<file path="config.mk">
export PLATFORM = sky130hd
export DESIGN_NAME = sync_to_mtd3l_s2p_bit_vector
export DESIGN_NICKNAME = d
export VERILOG_FILES = /design/src/rtl/sync_to_mtd3l_s2p_bit_vector.sv
export SDC_FILE = /design/constraint.sdc
export NUM_CORES = 2
export LEC_CHECK = 0
export ABC_AREA = 0
export CORE_AREA = 8 8 401 403
export DETAILED_ROUTE_END_ITERATION = 6
export DIE_AREA = 0 0 409 411
export PLACE_DENSITY = 0.6
export REMOVE_ABC_BUFFERS = 1
export SLEW_MARGIN = 15
export SYNTH_ARGS = -nofsm -noshare
export SYNTH_HDL_FRONTEND = slang
export SYNTH_SLANG_ARGS = --single-unit
</file>
<file path="constraint.sdc">
create_clock -name clk -period 167.2 [get_ports clk]
set_input_delay 33.44 -clock clk [delete_from_list [all_inputs] [get_ports clk]]
set_output_delay 33.44 -clock clk [all_outputs]
set_load 0.01 [all_outputs]
</file>
<file path="src/rtl/sync_to_mtd3l_s2p_bit_vector.sv">
// Serial-to-parallel bridge from a clocked serial link into an MTD3L dual-rail stage.
// Optional S2P_MTD3L_OVERFLOW_ERR_EN adds a sticky overflow_err output and a rail-legality assertion.
module sync_to_mtd3l_s2p_bit_vector #(
  parameter int unsigned width       = 512,
  parameter int unsigned sync_stages = 2
) (
  input  logic                 clk,
  input  logic                 reset,
  input  logic                 data_in,
  input  logic                 data_valid,
  output logic                 ready,
  input  logic                 ki,
  output logic [2*width-1:0]   data_out,
`ifdef S2P_MTD3L_OVERFLOW_ERR_EN
  output logic                 overflow_err,
`endif
  output logic                 sleep_out
);

  localparam int unsigned cnt_w  = (width > 1) ? $clog2(width) : 1;
  localparam int unsigned dr_w   = 2 * width;

  typedef enum logic {S_NULL, S_DATA} state_t;

  state_t               state_q, state_d;
  logic [dr_w-1:0]      data_q, data_d;
  logic                 sleep_q, sleep_d;
  logic                 pending_q, pending_d;
  logic                 ready_q;
  logic [width-1:0]     shift_q;
  logic [cnt_w-1:0]     cnt_q;
  logic [sync_stages-1:0] sync_q;
  logic                 ki_s;
  logic                 accept;
  logic                 last_bit;

  function automatic logic [dr_w-1:0] encode(input logic [width-1:0] w);
    logic [dr_w-1:0] r;
    r = '0;
    for (int i = 0; i < int'(width); i++) begin
      r[2*i+1] = w[i];
      r[2*i]   = ~w[i];
    end
    return r;
  endfunction

  assign ki_s     = sync_q[sync_stages-1];
  assign accept   = data_valid & ready_q;
  assign last_bit = (cnt_q == cnt_w'(width - 1));

  // ki synchronizer; the only consumer of raw ki
  always_ff @(posedge clk or posedge reset) begin
    if (reset) sync_q <= '0;
    else       sync_q <= {sync_q[sync_stages-2:0], ki};
  end

  // Shift side: shift register freezes once a full word is pending
  always_ff @(posedge clk or posedge reset) begin
    if (reset) begin
      shift_q <= '0;
      cnt_q   <= '0;
    end else if (accept) begin
      shift_q[cnt_q] <= data_in;
      cnt_q          <= last_bit ? '0 : cnt_q + cnt_w'(1);
    end
  end

  always_comb begin
    state_d   = state_q;
    data_d    = data_q;
    sleep_d   = sleep_q;
    pending_d = pending_q;
    if (accept && last_bit) pending_d = 1'b1;
    case (state_q)
      S_NULL: begin
        data_d  = '0;
        sleep_d = 1'b1;
        if (pending_q && ki_s) begin
          data_d    = encode(shift_q);
          sleep_d   = 1'b0;
          pending_d = 1'b0;
          state_d   = S_DATA;
        end
      end
      S_DATA: begin
        if (!ki_s) begin
          data_d  = '0;
          sleep_d = 1'b1;
          state_d = S_NULL;
        end
      end
      default: begin
        data_d  = '0;
        sleep_d = 1'b1;
        state_d = S_NULL;
      end
    endcase
  end

  always_ff @(posedge clk or posedge reset) begin
    if (reset) begin
      state_q   <= S_NULL;
      data_q    <= '0;
      sleep_q   <= 1'b1;
      pending_q <= 1'b0;
      ready_q   <= 1'b1;
    end else begin
      state_q   <= state_d;
      data_q    <= data_d;
      sleep_q   <= sleep_d;
      pending_q <= pending_d;
      ready_q   <= ~pending_d;
    end
  end

  assign data_out  = data_q;
  assign sleep_out = sleep_q;
  assign ready     = ready_q;

`ifdef S2P_MTD3L_OVERFLOW_ERR_EN
  logic overflow_q;
  logic rail11;

  always_ff @(posedge clk or posedge reset) begin
    if (reset) overflow_q <= 1'b0;
    else       overflow_q <= overflow_q | (data_valid & ~ready_q);
  end

  assign overflow_err = overflow_q;

  always_comb begin
    rail11 = 1'b0;
    for (int i = 0; i < int'(width); i++) rail11 = rail11 | (data_q[2*i+1] & data_q[2*i]);
  end

  a_no_rail11: assert property (@(posedge clk) disable iff (reset) !rail11);
`endif

endmodule
</file>
==> flow_summary.yaml <==
cts:
  cts_tree: "yes"
  clk_latency_ps: 820
  cts_root_buf: "clkbuf_16"
  clk_pin_slew_worst_paths_ps: 60
  post_cts_buffers: 0
  hold_buffers: 0
  htreeDepth: 4
  cts_resized: 0
  cts_buffers: 164
  cts_sinks: 1551
  clockBufferDepth: 3
timing:
  relSlewSlack: 0.2085
  clock_skew_ps: 56.59
  fmax_mhz: 25.83
  timing.final.crit_share: 0.2315
  rsz0062_at_grt: "false"
  tns_ps: 0
  slew_viol_final: 0
  setup_viol: 0
  timing.final.crit_period_ps: 38710
  setup_ws_ps: 128490
  hold_viol: 0
  tightest_slew_ps: 1183
finish:
  layout_commonest_cell: "dfrtp_1"
  fin_cells: 7661
  syn_to_final_growth_pct: 27.96
  drive_above_1_share: 0.1823
  fin_nets: 5479
  final_area_um2: 78340
  final_cell_mix: "dfrtp_1, clkdlybuf4s50_1, nand2_1, o21ai_0, a22o_1"
yosys:
  synth_top_family_by_area: "compound AO/OA/AOI/OAI gates"
  syn_area_um2: 61220
  synth_cell_types: 38
  syn-instance-count: 4711
  avgSynthCellArea_um2: 13.00
  synth-compound-area-share: 0.1161
  synth_area_leaders: "dfrtp_1, mux2_2, a22o_1, nor4_2, o21ai_0"
  ys_seq_area_frac: 0.6340
  synth_ff_type: "dfrtp_1"
  synth_seq_cells: 1551
  synth_mux_area_frac: 0.09471
  synth_warnings: 0
  synth_edf_count: 0
  synth_xor_area_frac: 0
  yosys.area.top_type: "dfrtp_1"
  ys_async_sr_fraction: 1.000
  synthSimpleGateAreaFrac: 0.1143
  synthAdderAreaFrac: 0.001226
  synth_top_area_frac: 0.6332
hold_path:
  min_path_type: "reg2reg"
  worst_hold_startpoint: "sync_q[0]"
power_and_ir_drop:
  p_comb_frac: 0.213
  seqPwrFrac: 0.416
  ir_drop_mv: 0.01199
  internal_power_uw: 701.9
  p_sw_uw: 344.2
  swShare: 0.3290
  p_leak_nw: 34.25
  p_total_mw: 1.046
  p_clk_frac: 0.371
  power_density_nw_per_um2: 13.35
die:
  coreArea_um2: 154800
  dieWidth_um: 409
  rows: 145
  num_io_pins: 1031
  fp.dieH_um: 411
  initial_core_util: 0.3956
  dieArea_um2: 168100
critical_path:
  critPathKind: "in2async"
  worstPathRequired_ps: 168030
  crit_path_start_kind: "input port"
  r2r_start: "state_q"
  endpoint_kind: "async pin"
  critPathArrivalTime_ps: 39540
  rrSetupSlack_ps: 163180
  cp-startpoint: "reset"
  crit_path_max_fanout: 132
place:
  gp_congestion: 0.8022
  io_buffer_count: 1030
  dp_slack_ps: 127390
  place_area_um2: 72480
  placed_cells: 7359
  place_hpwl_um: 130300
detailed_routing:
  drc_errors: 0
  vias: 43000
  finalWirelength_um: 207800
  wl_per_cell_um: 27.12
  drt-pass1-iter-count: 5
  viasPerCell: 5.613
  drt-initial-drc-count: 3077
  ant_nets: 0
run:
  cap_violations: 0
grt:
  grt_usage: 0.2394
  grt_max_degree: 203
  antenna_found_initial: 3
  grt_pass1_vias: 43880
  grt_pass1_wl_um: 310300
  grt_overflow: 0
status:
  outcome: "complete, no violations"
[metal layers]
| layer | wire length [um] | share of wire | vias up | global-route usage |
|---|---|---|---|---|
| met1 | 86290 | 0.42 | 22630 | 0.3142 |
| li1 | - | - | 18650 | - |
| met3 | 16530 | 0.080 | 311 | 0.07669 |
| met4 | 8007 | 0.039 | 2 | 0.08768 |
| met2 | 96960 | 0.47 | 1410 | 0.3729 |
| met5 | 8 | 0.000038 | - | 0 |
[final timing paths]
check / endpoint / cells after the start
setup / recovery: data_out[255] / 8
hold / removal: sync_q[1] / 0
setup reg to reg: data_out[607] / 5
hold reg to reg: sync_q[1] / 0
max in group clk: shift_q[434] / 6
min in group asynchronous: data_out[221] / 2
[worst max-delay path, stage by stage]
cell and delay, ps:
clkdlybuf4s50_1 500, inv_8 580, buf_4 840, buf_4 750
buf_4 750, buf_4 770, buf_4 750, buf_4 770
[cell type report]
cell class | instances | area, um^2
diodes | 2 | 5.005
clock buffers | 234 | 4777
clock inverters | 65 | 1045
fillers | 13510 | 76420
inverters | 3 | 18.77
multi-input cells | 2642 | 20130
flip-flops and latches | 1551 | 38810
well taps | 2058 | 2575
repair buffers | 1106 | 10970
[Yosys cell counts, types with 2 or more instances]
cell and n:
nor2b_1 3, mux2_1 111, buf_4 9, nand2_1 528, ha_1 6, nand3_1 9
o21ai_0 521, nor2_1 4, mux2_2 403, or3b_1 3, inv_1 3, or2_1 2
buf_6 29, buf_1 19, or3_1 2, a22o_1 512, nand3b_1 5, nor4_2 244
dfstp_2 2, or4b_2 2, clkbuf_1 277, nand2b_1 6, nor4_1 268, dfrtp_1 1549
buf_2 181
[flip-flops by register name (all words and copies together), names as in the netlist]
register and count:
cnt_q 9, data_out 1024, pending_q 1, ready 1
shift_q 512, sleep_out 1, state_q 1, sync_q 2
[logic make-up (layout without fill, tap and decap cells)]
group           Yosys count  after routing
mux                     515            515
simple gates           1085           1085
buf+inv                 518           1408
fa+ha+maj                 6              6
flops                  1551           1551
compound gates         1036           1036
other cells               0              2
[power groups by stage]
stage               clock (mW)  sequential, mW  combinational, mW
floorplan                    0           0.446             0.0880
global placement             0           0.441              0.224
detailed placement           0           0.442              0.225
CTS                      0.396           0.436              0.226
global route             0.411           0.439              0.236
finish                   0.388           0.435              0.223
[metrics by stage]
stage / hold WS, ps / util
3_3_place_gp: 383.8 / 0.4684
5_1_grt: 381.1 / 0.5062
6_report: 365.6 / 0.5062
2_1_floorplan: 331.2 / -
4_1_cts: 377.7 / 0.5060
3_5_place_dp: 366.2 / 0.4684
Note: power is estimated with default switching activity, not from simulation.
